File: src/rtl/display_sync_fsm.sv
// display_sync_fsm: raster timing generator built from nested horizontal/vertical FSMs
//   i_clk   - pixel clock, all state changes on the rising edge
//   rst_n   - asynchronous active-low reset, forces both FSMs to IDLE
//   o_vsync - frame sync, high for the VPULSE sync lines
//   o_hsync - line sync, high for HPULSE clocks at the start of every line
//   o_de    - data enable, high on active pixels of active lines only
//   DISP_SYNC_NEG_POL_EN - when defined, o_vsync/o_hsync are active low (reset value 1)
module display_sync_fsm #(
  parameter int VPULSE = 3,
  parameter int HPULSE = 3,
  parameter int VRES   = 240,
  parameter int HRES   = 320,
  parameter int VBP    = 3,
  parameter int VFP    = 5,
  parameter int HBP    = 3,
  parameter int HFP    = 5
) (
  input  logic i_clk,
  input  logic rst_n,
  output logic o_vsync,
  output logic o_hsync,
  output logic o_de
);
`ifdef DISP_SYNC_NEG_POL_EN
  localparam logic POL = 1'b1;
`else
  localparam logic POL = 1'b0;
`endif
  localparam int HMAX01 = HPULSE > HBP ? HPULSE : HBP;
  localparam int HMAX23 = HRES > HFP ? HRES : HFP;
  localparam int HMAX   = HMAX01 > HMAX23 ? HMAX01 : HMAX23;
  localparam int VMAX01 = VPULSE > VBP ? VPULSE : VBP;
  localparam int VMAX23 = VRES > VFP ? VRES : VFP;
  localparam int VMAX   = VMAX01 > VMAX23 ? VMAX01 : VMAX23;
  localparam int HW = $clog2(HMAX) + 1;
  localparam int VW = $clog2(VMAX) + 1;
  typedef enum logic [2:0] {H_IDLE, H_SYNC, H_BP, H_ACT, H_FP} hStateT;
  typedef enum logic [2:0] {V_IDLE, V_SYNC, V_BP, V_ACT, V_FP} vStateT;
  hStateT hState, hNext;
  vStateT vState, vNext;
  logic [HW-1:0] hCnt, hCntNext, hLen;
  logic [VW-1:0] vCnt, vCntNext, vLen;
  logic hLast, vLast, eol;
  logic hsyncNext, vsyncNext, deNext;
  always_ff @(posedge i_clk or negedge rst_n)
    if (!rst_n) begin
      hState  <= H_IDLE;
      vState  <= V_IDLE;
      hCnt    <= '0;
      vCnt    <= '0;
      o_hsync <= POL;
      o_vsync <= POL;
      o_de    <= 1'b0;
    end else begin
      hState  <= hNext;
      vState  <= vNext;
      hCnt    <= hCntNext;
      vCnt    <= vCntNext;
      o_hsync <= hsyncNext;
      o_vsync <= vsyncNext;
      o_de    <= deNext;
    end
  // Each counter restarts at zero on every segment change, so it only ever
  // spans the current segment; the vertical FSM steps once per line end.
  always_comb begin
    hLen = hState == H_SYNC ? HW'(HPULSE) : hState == H_BP ? HW'(HBP) :
           hState == H_ACT ? HW'(HRES) : HW'(HFP);
    hLast = hCnt == hLen - HW'(1);
    eol = hState == H_FP && hLast;
    hNext = hState == H_IDLE ? H_SYNC : !hLast ? hState : hState == H_SYNC ? H_BP :
            hState == H_BP ? H_ACT : hState == H_ACT ? H_FP : H_SYNC;
    hCntNext = (hState == H_IDLE || hLast) ? '0 : hCnt + HW'(1);
    vLen = vState == V_SYNC ? VW'(VPULSE) : vState == V_BP ? VW'(VBP) :
           vState == V_ACT ? VW'(VRES) : VW'(VFP);
    vLast = vCnt == vLen - VW'(1);
    vNext = vState == V_IDLE ? V_SYNC : !(eol && vLast) ? vState : vState == V_SYNC ? V_BP :
            vState == V_BP ? V_ACT : vState == V_ACT ? V_FP : V_SYNC;
    vCntNext = vState == V_IDLE ? '0 : !eol ? vCnt : vLast ? '0 : vCnt + VW'(1);
  end
  // Outputs decode the next state so the registered pins line up with the state itself.
  always_comb begin
    hsyncNext = (hNext == H_SYNC) ^ POL;
    vsyncNext = (vNext == V_SYNC) ^ POL;
    deNext = hNext == H_ACT && vNext == V_ACT;
  end
endmodule

File: config.mk
export PLATFORM = sky130hd
export DESIGN_NAME = display_sync_fsm
export DESIGN_NICKNAME = d
export VERILOG_FILES = /design/src/rtl/display_sync_fsm.sv
export SDC_FILE = /design/constraint.sdc
export NUM_CORES = 1
export LEC_CHECK = 0
export BUFFER_PORTS_ARGS = -buffer_cell sky130_fd_sc_hd__buf_2
export CAP_MARGIN = 20
export CELL_PAD_IN_SITES_DETAIL_PLACEMENT = 1
export CELL_PAD_IN_SITES_GLOBAL_PLACEMENT = 1
export CORE_MARGIN = 2
export CORE_UTILIZATION = 48
export CTS_CLUSTER_DIAMETER = 60
export CTS_CLUSTER_SIZE = 24
export DETAILED_ROUTE_END_ITERATION = 7
export HOLD_SLACK_MARGIN = 0.05
export PLACE_DENSITY = 0.78
export SYNTH_ARGS = -nofsm -noshare
export SYNTH_HDL_FRONTEND = slang
export SYNTH_SLANG_ARGS = --single-unit
File: constraint.sdc
create_clock -name i_clk -period 3.4 [get_ports i_clk]
set_clock_uncertainty 0.05 [all_clocks]
set_input_delay 0.17 -clock i_clk [delete_from_list [all_inputs] [get_ports i_clk]]
set_output_delay 0.17 -clock i_clk [all_outputs]
set_load 0.1 [all_outputs]
Yosys cells after proc, flatten, opt, wreduce, memory -nomap -nowiden
Cells that the tools add are included.
Word-level totals
  input port bits: 2
  word-level logic and storage cells: 51
  register bits after elaboration: 28
Cells by class
  add/sub/neg operators: 4
  multiplexer cells: 20
  eq/ne operators: 13
  reductions and logical operators: 7
Operator list (count)
  9-bit 2-to-1 mux: 6
  3-bit 2-to-1 mux: 10
  8-bit 2-to-1 mux: 3
  3-bit by 2-bit equality test with 1-bit output, second input constant: 6
  3-bit by 1-bit equality test with 1-bit output, second input constant: 4
  10-bit by 1-bit adder with 10-bit output, second input constant: 1
  10-bit equality test: 1
  10-bit 2-to-1 mux: 1
  9-bit by 1-bit subtractor with 10-bit output, second input constant: 1
  9-bit by 1-bit adder with 9-bit output, second input constant: 1
  9-bit equality test: 1
  8-bit by 1-bit subtractor with 9-bit output, second input constant: 1
  3-bit logical NOT: 2
  3-bit equality test, second input constant: 1
  1-bit logical AND: 3
  2-bit nonzero test: 1
  1-bit logical OR: 1

Longest topological paths before layout
Gate-level depths: netlist (run 1).
  word-level depth: 12
  gate-level depth with buffers: 11

Worst setup path before layout (run 1)
Ideal clock, no wire load.
  path kind: reg-to-reg
  start: register hState[0]
  end: register vState[2]
  data arrival time: 2.826 ns
  period minus slack after synthesis: 3.000 ns
  library setup time: 0.125 ns
  cell stages (with the launch flop): 11
  slack: 0.400 ns
  cell sequence: dfrtp_1 buf_2 xnor2_1 or2_2 ha_1 xnor2_1 or4_4 or3_4 clkbuf_1 nor2_1 mux2_2
Between the ends
  longest elaborated chain between the ends: 10
Ends and longest elaborated chain
  start: declaration: line 39  | hStateT hState, hNext;
  start signal: assignment: line 55  | hState <= hNext;
  3-bit by 2-bit equality test with 1-bit output: line 67  | hState == H_ACT ? HW'(HRES) : HW'(HFP);
  9-bit 2-to-1 mux: line 67
  9-bit 2-to-1 mux (2 in a row): line 66  | hLen = hState == H_SYNC ? HW'(HPULSE) : hState == H_BP ? HW'(HBP) :
  9-bit by 1-bit subtractor with 10-bit output: line 68  | hLast = hCnt == hLen - HW'(1);
  10-bit equality test: line 68
  1-bit logical AND (*): line 69  | eol = hState == H_FP && hLast;
  1-bit logical AND (*): line 76  | vNext = vState == V_IDLE ? V_SYNC : !(eol && vLast) ? vState : vState == V_SYNC ? V_BP :
  3-bit 2-to-1 mux (*) (2 in a row): line 76
  via vNext[2]: line 40  | vStateT vState, vNext;
  end signal: assignment: line 56  | vState <= vNext;
  end: declaration: line 40
Mark *: on every way through the listed nets, which the timed path passes. The rest lies on a longest branch.
A chain may end at the register's enable or synchronous reset.

Worst setup path in the final report (run 1)
  start: register hState[0]
  end: register vCnt[8]
Between the ends
  longest elaborated chain between the ends: 8
Ends and longest elaborated chain
  3-bit by 2-bit equality test with 1-bit output: line 67
  9-bit 2-to-1 mux: line 67
  9-bit 2-to-1 mux (2 in a row): line 66
  9-bit by 1-bit subtractor with 10-bit output: line 68
  10-bit equality test: line 68
  1-bit logical AND (*): line 69
  2-bit nonzero test (no line) (*)
  end signal: assignment: line 58  | vCnt <= vCntNext;
  end: declaration: line 42  | logic [VW-1:0] vCnt, vCntNext, vLen;
Every way passes the cells marked *; elsewhere a longest branch is shown, timed or not.

==> summary.txt, run 1 <==
Setup path
  • Flop-to-flop setup slack: 0.22 ns
  • FF-to-FF path depth: 8
  • Critical path depth in cells: 8
  • WP data required: between 3 and 4 ns
  • Reg2reg start: hState[0]
  • Critical path origin: hState[0]
  • CP max stage delay: ~0.52 ns
  • Worst setup SP type: flip-flop
  • Crit Path Class: flip-flop to flip-flop
  • CP max FO: 14
  • R2R Path End: vCnt[8]
  • Most frequent CP cell: xnor2_1
  • Critical path's top delay family: simple AND/OR/NAND/NOR gates
  • WP buf/inv: 0
  • Ordered cell list for the critical path: xnor2_1 > or2_2 > ha_1 > xnor2_1 > or4_4 > or3_4 > or4_1 > a21oi_1
  • Crit path DAT: 3.40 ns
  • Critical-path top delay cell: dfrtp_1
  • Setup crit end kind: flip-flop

Placement
  • Post-detail-place hpwl: about 3 mm
  • Port Buf Inserts: 4
  • Pre-CTS setup slack: 0.266 ns
  • Final Wtd Congestion: 0.898

Synth
  • Fraction of registers with async set or reset after synthesis: 100%
  • Post-synth EDFFs: 0
  • Cell taking the most area after synthesis: dfrtp_1
  • Cell count after synthesis: about 190
  • Cell Area, Synth: ~1700 um^2
  • Synthesized area per cell: 9.29 um^2
  • Synth cell count leaders: dfrtp_1, nand3_1, nor3_1
  • Largest cells by area after synthesis: dfrtp_1, mux2i_1, nand3_1
  • Post-Synthesis Net Count: slightly below 200
  • Yosys top cell area share: 40.3%
  • Post-synthesis sequential area ratio: between 40 and 50%
  • Unique masters post-synth: 43
  • Ys flop type: dfrtp_1
  • Most common cell in the netlist: dfrtp_1
  • Synthesis-stage register bit count: 28
  • Ys Warns: 0

Timing
  • Final Worst Setup Slack: between 0.2 and 0.25 ns
  • RSZ-0062 raised after global routing: false
  • Slew margin rel.: roughly 27%
  • Setup TNS: 0 ns
  • Worst-Margin Slew: roughly 1.1 ns
  • Max-slew violation count: 0
  • Hold Vio Cnt, Final: 0
  • Crit share post-route: 93.4%
  • Hold WS: 0.311 ns
  • Clock period minus worst slack: roughly 3.2 ns
  • Achievable Freq: between 0.3 and 0.4 GHz
  • Final setup fails: 0

Layout
  • Area of the multi-input gates: between 900 and 1000 um^2
  • Register area: about 700 um^2
  • Nets@finish: approximately 200
  • Post-layout util: a little over half
  • Inserted Diodes: 0
  • # fillers: 394
  • Layout area overhead: 4.75%
  • Fraction of layout instances using a drive strength above 1: under 10%

Detailed routing
  • DRT Pass-1 Iters: 4
  • DR DRC count: 0
  • Vias: about 1,400
  • Post-DRT Antenna Nets: 0
  • Post-Route WL: ~4.0 mm
  • DR iter-0 viols: 86
  • Routed length per instance: about 17 um
  • Vias/cell: ~6.1

CTS
  • Clk buf depth: 2
  • CTS-repair resized insts: 0
  • Post CTS Setup Buffer Count: 0
  • Skew-Pair Late Insertion Delay: ~0.34 ns
  • Clk slew on worst S/H paths: around 0.15 ns
  • CTS tree: yes
  • Num CTS Buffers: 3
  • H-tree levels: 1
  • Root Buffer: clkbuf_4
  • Num Clock Sinks: 28

Global routing
  • Vias in the first global route: about 1,500
  • First-pass GRT wire length: 7.18 mm
  • Largest net degree at the start of global routing: 29
  • Grt total ovfl: 0
  • Initial antenna violation count: 0
  • Tot GR Track Use: 22.0%

Pwr
  • Net Sw Power: ~110 uW
  • Clock power frac: 29.5%
  • Power Internal: around 380 uW
  • Register share of total power: a little under 70%
  • P_leak: approximately 0.75 nW
  • Peak VDD IR: around 120 uV
  • Comb pwr share: 1.6%
  • Power Density: approximately 270 nW/um^2
  • Design Power: slightly below 500 uW
  • Sw Share: 22.2%

Status
  • Result of the run: complete, no violations

Floorplanning
  • Num rows: 21
  • Die H: 64.2 um
  • Top Ports: 5
  • Core Box Area: roughly 3400 um^2
  • DIE WIDTH: between 60 and 70 um
  • Starting Density: about half
  • Die area: ~4000 um^2

Run
  • Max Cap Violations: 0

Hold path
  • Hold Crit Class: input pin to async pin
[per-stage QoR]
step,cells,area (um^2)
2_1_floorplan,187,1740
3_3_place_gp,230,1790
3_5_place_dp,230,1790
4_1_cts,234,1820
5_1_grt,234,1820
6_report,234,1820
[flip-flops by register name, indices dropped and copies added (netlist names)]
register	count
hCnt	10
o_de	1
o_vsync	1
vCnt	9
hState	3
o_hsync	1
vState	3
[kinds of logic (layout without fill, tap and decap cells)]
group	after synthesis	count (layout)	synth area share, %
flip-flops	28	28	40.3
AND/OR/NAND/NOR	89	89	28.5
multiplexers	9	9	5.33
adder cells (fa/ha/maj)	6	6	4.18
XOR/XNOR	15	15	7.56
buffers and inverters	14	15	3.53
AO/OA/AOI/OAI	26	26	10.6
[placed cells by master, fill, tap and decap left out, types with 6 or more instances in the layout]
| master | n |
|---|---|
| nor2_1 | 9 |
| dfrtp_1 | 28 |
| nand3_1 | 14 |
| or3_1 | 6 |
| nor3_1 | 14 |
| mux2i_1 | 7 |
| nand2_1 | 13 |
| xor2_1 | 8 |
| xnor2_1 | 7 |
[worst reg2reg max path: cells and delay by family, from the launching register on]
kind | cells | cell delay, ns
DFF | 1 | 0.52
adders and majority gates | 1 | 0.31
xor gates and xnor gates | 2 | 0.33
and+or+nand+nor | 4 | 1.77
AOI/OAI and AO/OA | 1 | 0.16
[timing repair]
| item | in CTS | in global routing |
|---|---|---|
| endpoints found under the hold margin | 28 | 0 |
| hold buffers | 1 | 0 |
| endpoints found under the setup margin | 0 | 0 |
[area by class of cell]
type,instances,share of cell area [%]
inverters,5,1.03
repair buffers,7,2.47
multi-input cells,145,53.6
well taps,46,3.16
clock buffers,3,1.24
flip-flops and latches,28,38.5
[power groups by stage]
stage	clock network [mW]	registers (mW)	logic (mW)
after floorplan	0	0.339	0.000000384
after global placement	0	0.339	0.00726
after detailed placement	0	0.339	0.00743
after CTS	0.150	0.333	0.00831
after global routing	0.163	0.333	0.00933
final	0.143	0.333	0.00766
[routing by layer]
layer  global-route usage, %  share of wire, %  up-vias
met3                    2.11               3.1        5
met1                    29.7                47      722
met2                    37.1                48       31
met4                    6.91               1.4        0
li1                        -                 -      681
met5                       0                 0        -
[how the worst max path moves through the flow]
| stage | end | slack, ns |
|---|---|---|
| after floorplan | vState[2] | 0.40 |
| after global placement | vCnt[8] | 0.37 |
| after detailed placement | vCnt[8] | 0.27 |
| after CTS | vCnt[8] | 0.24 |
| after global routing | hCnt[9] | 0.06 |
| final | vCnt[8] | 0.22 |
Power figures use the tool's default switching activity.
==> run 2, diff against run 1 <==
--- a/config.mk
+++ b/config.mk
@@ -10,12 +10,14 @@
 export CELL_PAD_IN_SITES_DETAIL_PLACEMENT = 1
 export CELL_PAD_IN_SITES_GLOBAL_PLACEMENT = 1
 export CORE_MARGIN = 2
-export CORE_UTILIZATION = 48
+export CORE_UTILIZATION = 50
+export CTS_BUF_LIST = sky130_fd_sc_hd__clkbuf_4
 export CTS_CLUSTER_DIAMETER = 60
 export CTS_CLUSTER_SIZE = 24
 export DETAILED_ROUTE_END_ITERATION = 7
 export HOLD_SLACK_MARGIN = 0.05
-export PLACE_DENSITY = 0.78
+export PLACE_DENSITY = 0.8
+export RECOVER_POWER = 100
 export SYNTH_ARGS = -nofsm -noshare
 export SYNTH_HDL_FRONTEND = slang
 export SYNTH_SLANG_ARGS = --single-unit
==> run 2 against run 1 <==
Net effect: largest power group unchanged; total power up 17%; clock power is 58% higher; routed wire length rose by 4.9%; highest routed layer unchanged; via count fell by 0.63%; critical path depth unchanged; non-clock buffer count up 1; maximum frequency fell by 0.26%; combinational power is 2% lower; design area increased by 1.6%; global-route usage up 1.3 points; critical path type unchanged; first-iteration DRC count shrank 45%; the flow now finishes with violations (capacitance limit, slew limit).
==> summary.txt, run 2 (synthesized netlist as in run 1, its figures left out) <==
Layout
  • Largest register FFs: 10 (unchanged)
  • Largest registers: hCnt: 10 flops, vCnt: 9 flops
  • Fraction of layout instances using a drive strength above 1: 7.89% (-1.7 points)
  • Commonest non-fill, non-tap cells in the layout: dfrtp_1, nand3_1, nor3_1, nand2_1, nor2_1
  • Fin cells: 236 (+0.85%)
  • Inserted Diodes: 0 (unchanged)
  • Commonest non-fill, non-tap cell in the layout: dfrtp_1
  • Layout area overhead: 6.41%
  • Nets@finish: 198 (+0.51%)
  • Top reg by flops: hCnt

Detailed routing
  • Vias/cell: 6.06 (-1.5%)
  • Post-Route WL: 4.20 mm (+4.9%)
  • Routed length per instance: 17.8 um (+4.0%)
  • DR iter-0 viols: 47 (-45%)
  • DR DRC count: 0 (unchanged)
  • Vias: 1,430 (-0.63%)
  • DRT Pass-1 Iters: 4 (unchanged)
  • Post-DRT Antenna Nets: 0 (unchanged)

CTS
  • Clk slew on worst S/H paths: 0.17 ns (+0.02 ns)
  • Skew-Pair Late Insertion Delay: 0.34 ns (about the same)
  • Post CTS Setup Buffer Count: 0 (unchanged)
  • H-tree levels: 1 (unchanged)
  • Num Clock Sinks: 28 (unchanged)
  • CTS tree: yes
  • Num CTS Buffers: 3 (unchanged)
  • Root Buffer: clkbuf_4
  • CTS-repair resized insts: 0 (unchanged)
  • Clk buf depth: 2 (unchanged)

Global routing
  • Largest net degree at the start of global routing: 29 (unchanged)
  • First-pass GRT wire length: 7.25 mm (+0.96%)
  • Tot GR Track Use: 23.3% (+1.3 points)
  • Initial antenna violation count: 0 (unchanged)
  • Grt total ovfl: 0 (unchanged)
  • Vias in the first global route: 1,545 (+2.1%)

Setup path
  • Setup crit end kind: flip-flop
  • WP data required: 3.52 ns (-0.11 ns)
  • CP max stage delay: 0.52 ns (about the same)
  • CP max FO: 14 (unchanged)
  • Most frequent CP cell: xnor2_1
  • R2R Path End: vCnt[7]
  • Critical path's top delay family: simple AND/OR/NAND/NOR gates
  • Crit path DAT: 3.31 ns (-0.09 ns)
  • Critical-path top delay cell: dfrtp_1
  • Flop-to-flop setup slack: 0.21 ns (about the same)
  • Reg2reg start: hState[0]
  • WP buf/inv: 0 (unchanged)
  • FF-to-FF path depth: 8 (unchanged)
  • Crit Path Class: flip-flop to flip-flop
  • Ordered cell list for the critical path: xnor2_1 > or2_2 > ha_1 > xnor2_1 > or4_1 > or3_4 > nor3b_1 > nor4_1
  • Worst setup SP type: flip-flop

Placement
  • Final Wtd Congestion: 0.948 (+5.7%)
  • Port Buf Inserts: 4 (unchanged)
  • Placed insts: 230 (unchanged)
  • Post-detail-place hpwl: 3.11 mm (+4.0%)

Hold path
  • Hold Crit Class: flip-flop to flip-flop
  • Worst hold endpoint: hCnt[0]
  • Hold path depth: 1
  • Hold path start: hCnt[0]

Pwr
  • Peak VDD IR: 196 uV (+64%)
  • Design Power: 567 uW (+17%)
  • Power Density: 306 nW/um^2 (+15%)
  • P_leak: 0.762 nW (+1.0%)

Floorplanning
  • Starting Density: 52.1% (+1.2 points)
  • Top Ports: 5 (unchanged)
  • Die H: 63.0 um (-1.9%)
  • Die area: 3960 um^2 (-3.8%)
  • Core Box Area: 3340 um^2 (-2.3%)
  • Num rows: 21 (unchanged)
  • DIE WIDTH: 63.0 um (-1.9%)

Timing
  • Max-slew violation count: 29 (+29)
  • Hold Vio Cnt, Final: 0 (unchanged)
  • Achievable Freq: 0.314 GHz (-0.26%)
  • Slew margin rel.: -2.90% (-30 points)
  • RSZ-0062 raised after global routing: false
  • Setup TNS: 0 ns (unchanged)
  • Final setup fails: 0 (unchanged)
  • Clock period minus worst slack: 3.19 ns (+0.00814 ns)
  • Worst-Margin Slew: 1.54 ns (+0.458 ns)
  • Crit share post-route: 93.7% (+0.24 points)

Status
  • Failing checks: capacitance limit, slew limit
  • Result of the run: finished with violations

Run
  • Max Cap Violations: 1 (+1)
[run 2: routing by layer]
layer / up-vias / global-route usage, % / part of all wire, %
met4: 0 / 8.06 / 2.2
li1: 681 / - / -
met1: 720 / 26.8 / 44
met2: 19 / 43.9 / 52
met3: 10 / 2.70 / 1.5
met5: - / 0 / 0
[run 2: cell type report]
type	count	area (um^2)
Fill cell	400	1490
Multi-Input combinational cell	145	972
Sequential cell	28	701
Tap cell	46	57.6
Timing Repair Buffer	8	47.5
Clock inverter	1	30.0
Clock buffer	3	22.5
Inverter	5	18.8
[run 2: per-stage QoR]
stage | util [%] | area, um^2 | hold slack, ns | setup slack [ns]
3_5_place_dp | 53.6 | 1790 | 0.174 | 0.299
4_1_cts | 55.5 | 1850 | 0.326 | 0.264
5_1_grt | 55.4 | 1850 | 0.573 | 0.0810
2_1_floorplan | - | 1740 | -0.176 | 0.400
6_report | 55.4 | 1850 | 0.518 | 0.215
3_3_place_gp | 53.6 | 1790 | 0.170 | 0.385
[run 2: where the power goes]
group	internal (mW)	leakage (nW)	switching [mW]
Sequential	0.333	0.355	0
Combinational	0.000979	0.378	0.00651
Clock	0.119	0.0279	0.107
[run 2: how the worst max path moves through the flow]
| stage | start | end | slack, ns | cells past startpoint |
|---|---|---|---|---|
| 4_1_cts | hState[0] | vCnt[8] | 0.26 | 8 |
| 6_report | hState[0] | vCnt[7] | 0.21 | 8 |
| 3_5_place_dp | hState[0] | vCnt[8] | 0.30 | 8 |
| 5_1_grt | hState[0] | vCnt[7] | 0.08 | 8 |
| 3_3_place_gp | hState[0] | vCnt[8] | 0.38 | 8 |
| 2_1_floorplan | hState[0] | vState[2] | 0.40 | 10 |
[run 2: what timing repair did]
action | CTS | global route
endpoints found under the hold margin | 28 | 0
setup endpoints to repair | 0 | 0
hold buffers | 1 | 0
==> run 3, diff against run 2 <==
==> constraint.sdc (replaced) <==
create_clock -name i_clk -period 3.4 [get_ports i_clk]
set_clock_uncertainty 0.05 [all_clocks]
set_input_delay 0.17 -clock i_clk [delete_from_list [all_inputs] [get_ports i_clk]]
set_output_delay 0.17 -clock i_clk [all_outputs]
set_load 0.005 [all_outputs]
==> run 3 against run 2 <==
Net effect: the flow still finishes with violations (capacitance limit, slew limit); non-clock buffer count unchanged; final cell count unchanged; critical path depth unchanged; die area unchanged; register-to-register slack about the same; design area up 0.20%; combinational power about the same; flip-flop and latch count unchanged; utilization up 0.11 points; first-iteration DRC count up 15%; clock power about the same.
==> summary.txt, run 3 (synthesized netlist as in run 1, its figures left out) <==
CTS
  • CTS-repair resized insts: 0 (unchanged)
  • Num CTS Buffers: 3 (unchanged)
  • Root Buffer: clkbuf_4
  • H-tree levels: 1 (unchanged)
  • Clk slew on worst S/H paths: 0.17 ns (about the same)
  • Num Clock Sinks: 28 (unchanged)
  • Skew-Pair Late Insertion Delay: 0.34 ns (about the same)
  • Clk buf depth: 2 (unchanged)
  • CTS tree: yes

Pwr
  • Power Density: 306 nW/um^2 (-0.16%)
  • Design Power: 567 uW (about the same)
  • Sw Share: 20.0% (+0.031 points)
  • Net Sw Power: 113 uW (+0.19%)
  • Peak VDD IR: 196 uV (+0.14%)
  • Clock power frac: 39.9% (about the same)
  • P_leak: 0.772 nW (+1.3%)
  • Comb pwr share: 1.3% (about the same)
  • Register share of total power: 58.8% (about the same)
  • Power Internal: 453 uW (unchanged)

Setup path
  • R2R Path End: vCnt[7]
  • Worst setup endpoint: vCnt[7]
  • Critical path depth in cells: 8 (unchanged)
  • WP buf/inv: 0 (unchanged)
  • Crit Path Class: flip-flop to flip-flop
  • Reg2reg start: hState[0]
  • CP max FO: 14 (unchanged)
  • Ordered cell list for the critical path: xnor2_1 > or2_2 > ha_1 > xnor2_1 > or4_1 > or3_4 > nor3b_1 > nor4_1
  • FF-to-FF path depth: 8 (unchanged)
  • Crit path DAT: 3.31 ns (about the same)
  • Worst setup SP type: flip-flop
  • Most frequent CP cell: xnor2_1
  • Critical path's top delay family: simple AND/OR/NAND/NOR gates
  • Flop-to-flop setup slack: 0.21 ns (about the same)
  • WP data required: 3.52 ns (about the same)
  • Critical-path top delay cell: dfrtp_1
  • Setup crit end kind: flip-flop
  • Critical path origin: hState[0]
  • CP max stage delay: 0.52 ns (about the same)

Placement
  • Placed cell areas: 1790 um^2 (unchanged)
  • Final Wtd Congestion: 0.948 (unchanged)
  • Port Buf Inserts: 4 (unchanged)
  • Post-detail-place hpwl: 3.11 mm (unchanged)

Detailed routing
  • Post-DRT Antenna Nets: 0 (unchanged)
  • Vias: 1,419 (-0.77%)
  • Routed length per instance: 17.8 um (about the same)
  • Post-Route WL: 4.20 mm (about the same)
  • DR DRC count: 0 (unchanged)
  • DR iter-0 viols: 54 (+15%)
  • DRT Pass-1 Iters: 4 (unchanged)
  • Vias/cell: 6.01 (-0.77%)

Timing
  • Hold WS: 0.518 ns (-0.00000200 ns)
  • RSZ-0062 raised after global routing: false
  • Max-slew violation count: 29 (unchanged)
  • Hold Vio Cnt, Final: 0 (unchanged)
  • Achievable Freq: 0.313 GHz (-0.15%)
  • Worst-Margin Slew: 1.54 ns (+0.000760 ns)
  • Slew margin rel.: -2.95% (-0.051 points)
  • Final setup fails: 0 (unchanged)
  • Clock period minus worst slack: 3.19 ns (+0.00494 ns)
  • Crit share post-route: 93.8% (+0.15 points)
  • Setup TNS: 0 ns (unchanged)

Layout
  • Largest registers: hCnt: 10 flops, vCnt: 9 flops
  • Largest register FFs: 10 (unchanged)
  • Design area: 1850 um^2 (+0.20%)
  • Post-layout util: 55.5% (+0.11 points)
  • Layout area overhead: 6.62%
  • Fraction of layout instances using a drive strength above 1: 9.47% (+1.6 points)
  • # fillers: 399 (-0.25%)
  • Commonest non-fill, non-tap cells in the layout: dfrtp_1, nand3_1, nor3_1, nand2_1, nor2_1
  • Inserted Diodes: 0 (unchanged)
  • Commonest non-fill, non-tap cell in the layout: dfrtp_1
  • Nets@finish: 198 (unchanged)
  • Top reg by flops: hCnt

Global routing
  • Grt total ovfl: 0 (unchanged)
  • First-pass GRT wire length: 7.25 mm (unchanged)
  • Largest net degree at the start of global routing: 29 (unchanged)
  • Initial antenna violation count: 0 (unchanged)
  • Tot GR Track Use: 23.3% (unchanged)
  • Vias in the first global route: 1,545 (unchanged)

Floorplanning
  • Die area: 3960 um^2 (unchanged)
  • Top Ports: 5 (unchanged)
  • Core Box Area: 3340 um^2 (unchanged)
  • Die H: 63.0 um (unchanged)
  • Starting Density: 52.1% (unchanged)
  • DIE WIDTH: 63.0 um (unchanged)
  • Num rows: 21 (unchanged)

Hold path
  • Hold Crit Class: flip-flop to flip-flop
  • Hold path start: hCnt[0]

Status
  • Failing checks: capacitance limit, slew limit
  • Result of the run: finished with violations

Run
  • Max Cap Violations: 1 (unchanged)
[run 3: cell type report]
cell class | instances | area, um^2 | area share, %
tap | 46 | 57.6 | 3.11
clock buffer | 3 | 22.5 | 1.22
multi-input combinational | 145 | 972 | 52.5
timing repair buffer | 8 | 51.3 | 2.77
clock inverter | 1 | 30.0 | 1.62
sequential | 28 | 701 | 37.8
inverter | 5 | 18.8 | 1.01
[run 3: what timing repair did]
action                                 4_1_cts  5_1_grt
buffers inserted                             0        0
hold buffers                                 1        0
endpoints found under the hold margin       28        0
[run 3: power groups by stage]
stage	clock network (mW)	logic (mW)	registers (mW)
after floorplan	0	0.000000384	0.339
after global placement	0	0.00712	0.339
after detailed placement	0	0.00728	0.339
after CTS	0.231	0.00828	0.333
after global routing	0.244	0.00906	0.333
final	0.226	0.00749	0.333
[run 3: routing by layer]
metal	vias up	share of wire (%)	global-route usage (%)
met2	15	52	43.9
met5	-	0	0
li1	681	-	-
met1	715	44	26.8
met4	0	2.2	8.06
met3	8	1.4	2.70
[run 3: how the worst min path moves through the flow]
stage / endpoint / slack [ns] / cells after the start
finish: hCnt[0] / 0.52 / 1
floorplan: hCnt[0] / -0.18 / 0
CTS: vCnt[8] / 0.33 / 2
global placement: vCnt[2] / 0.17 / 1
global route: hCnt[0] / 0.57 / 1
detailed placement: vCnt[3] / 0.17 / 1
[run 3: stage by stage]
step                cells  setup WS, ns
finish                236         0.210
global route          236        0.0810
CTS                   235         0.264
detailed placement    230         0.299
global placement      230         0.385
floorplan             187         0.400
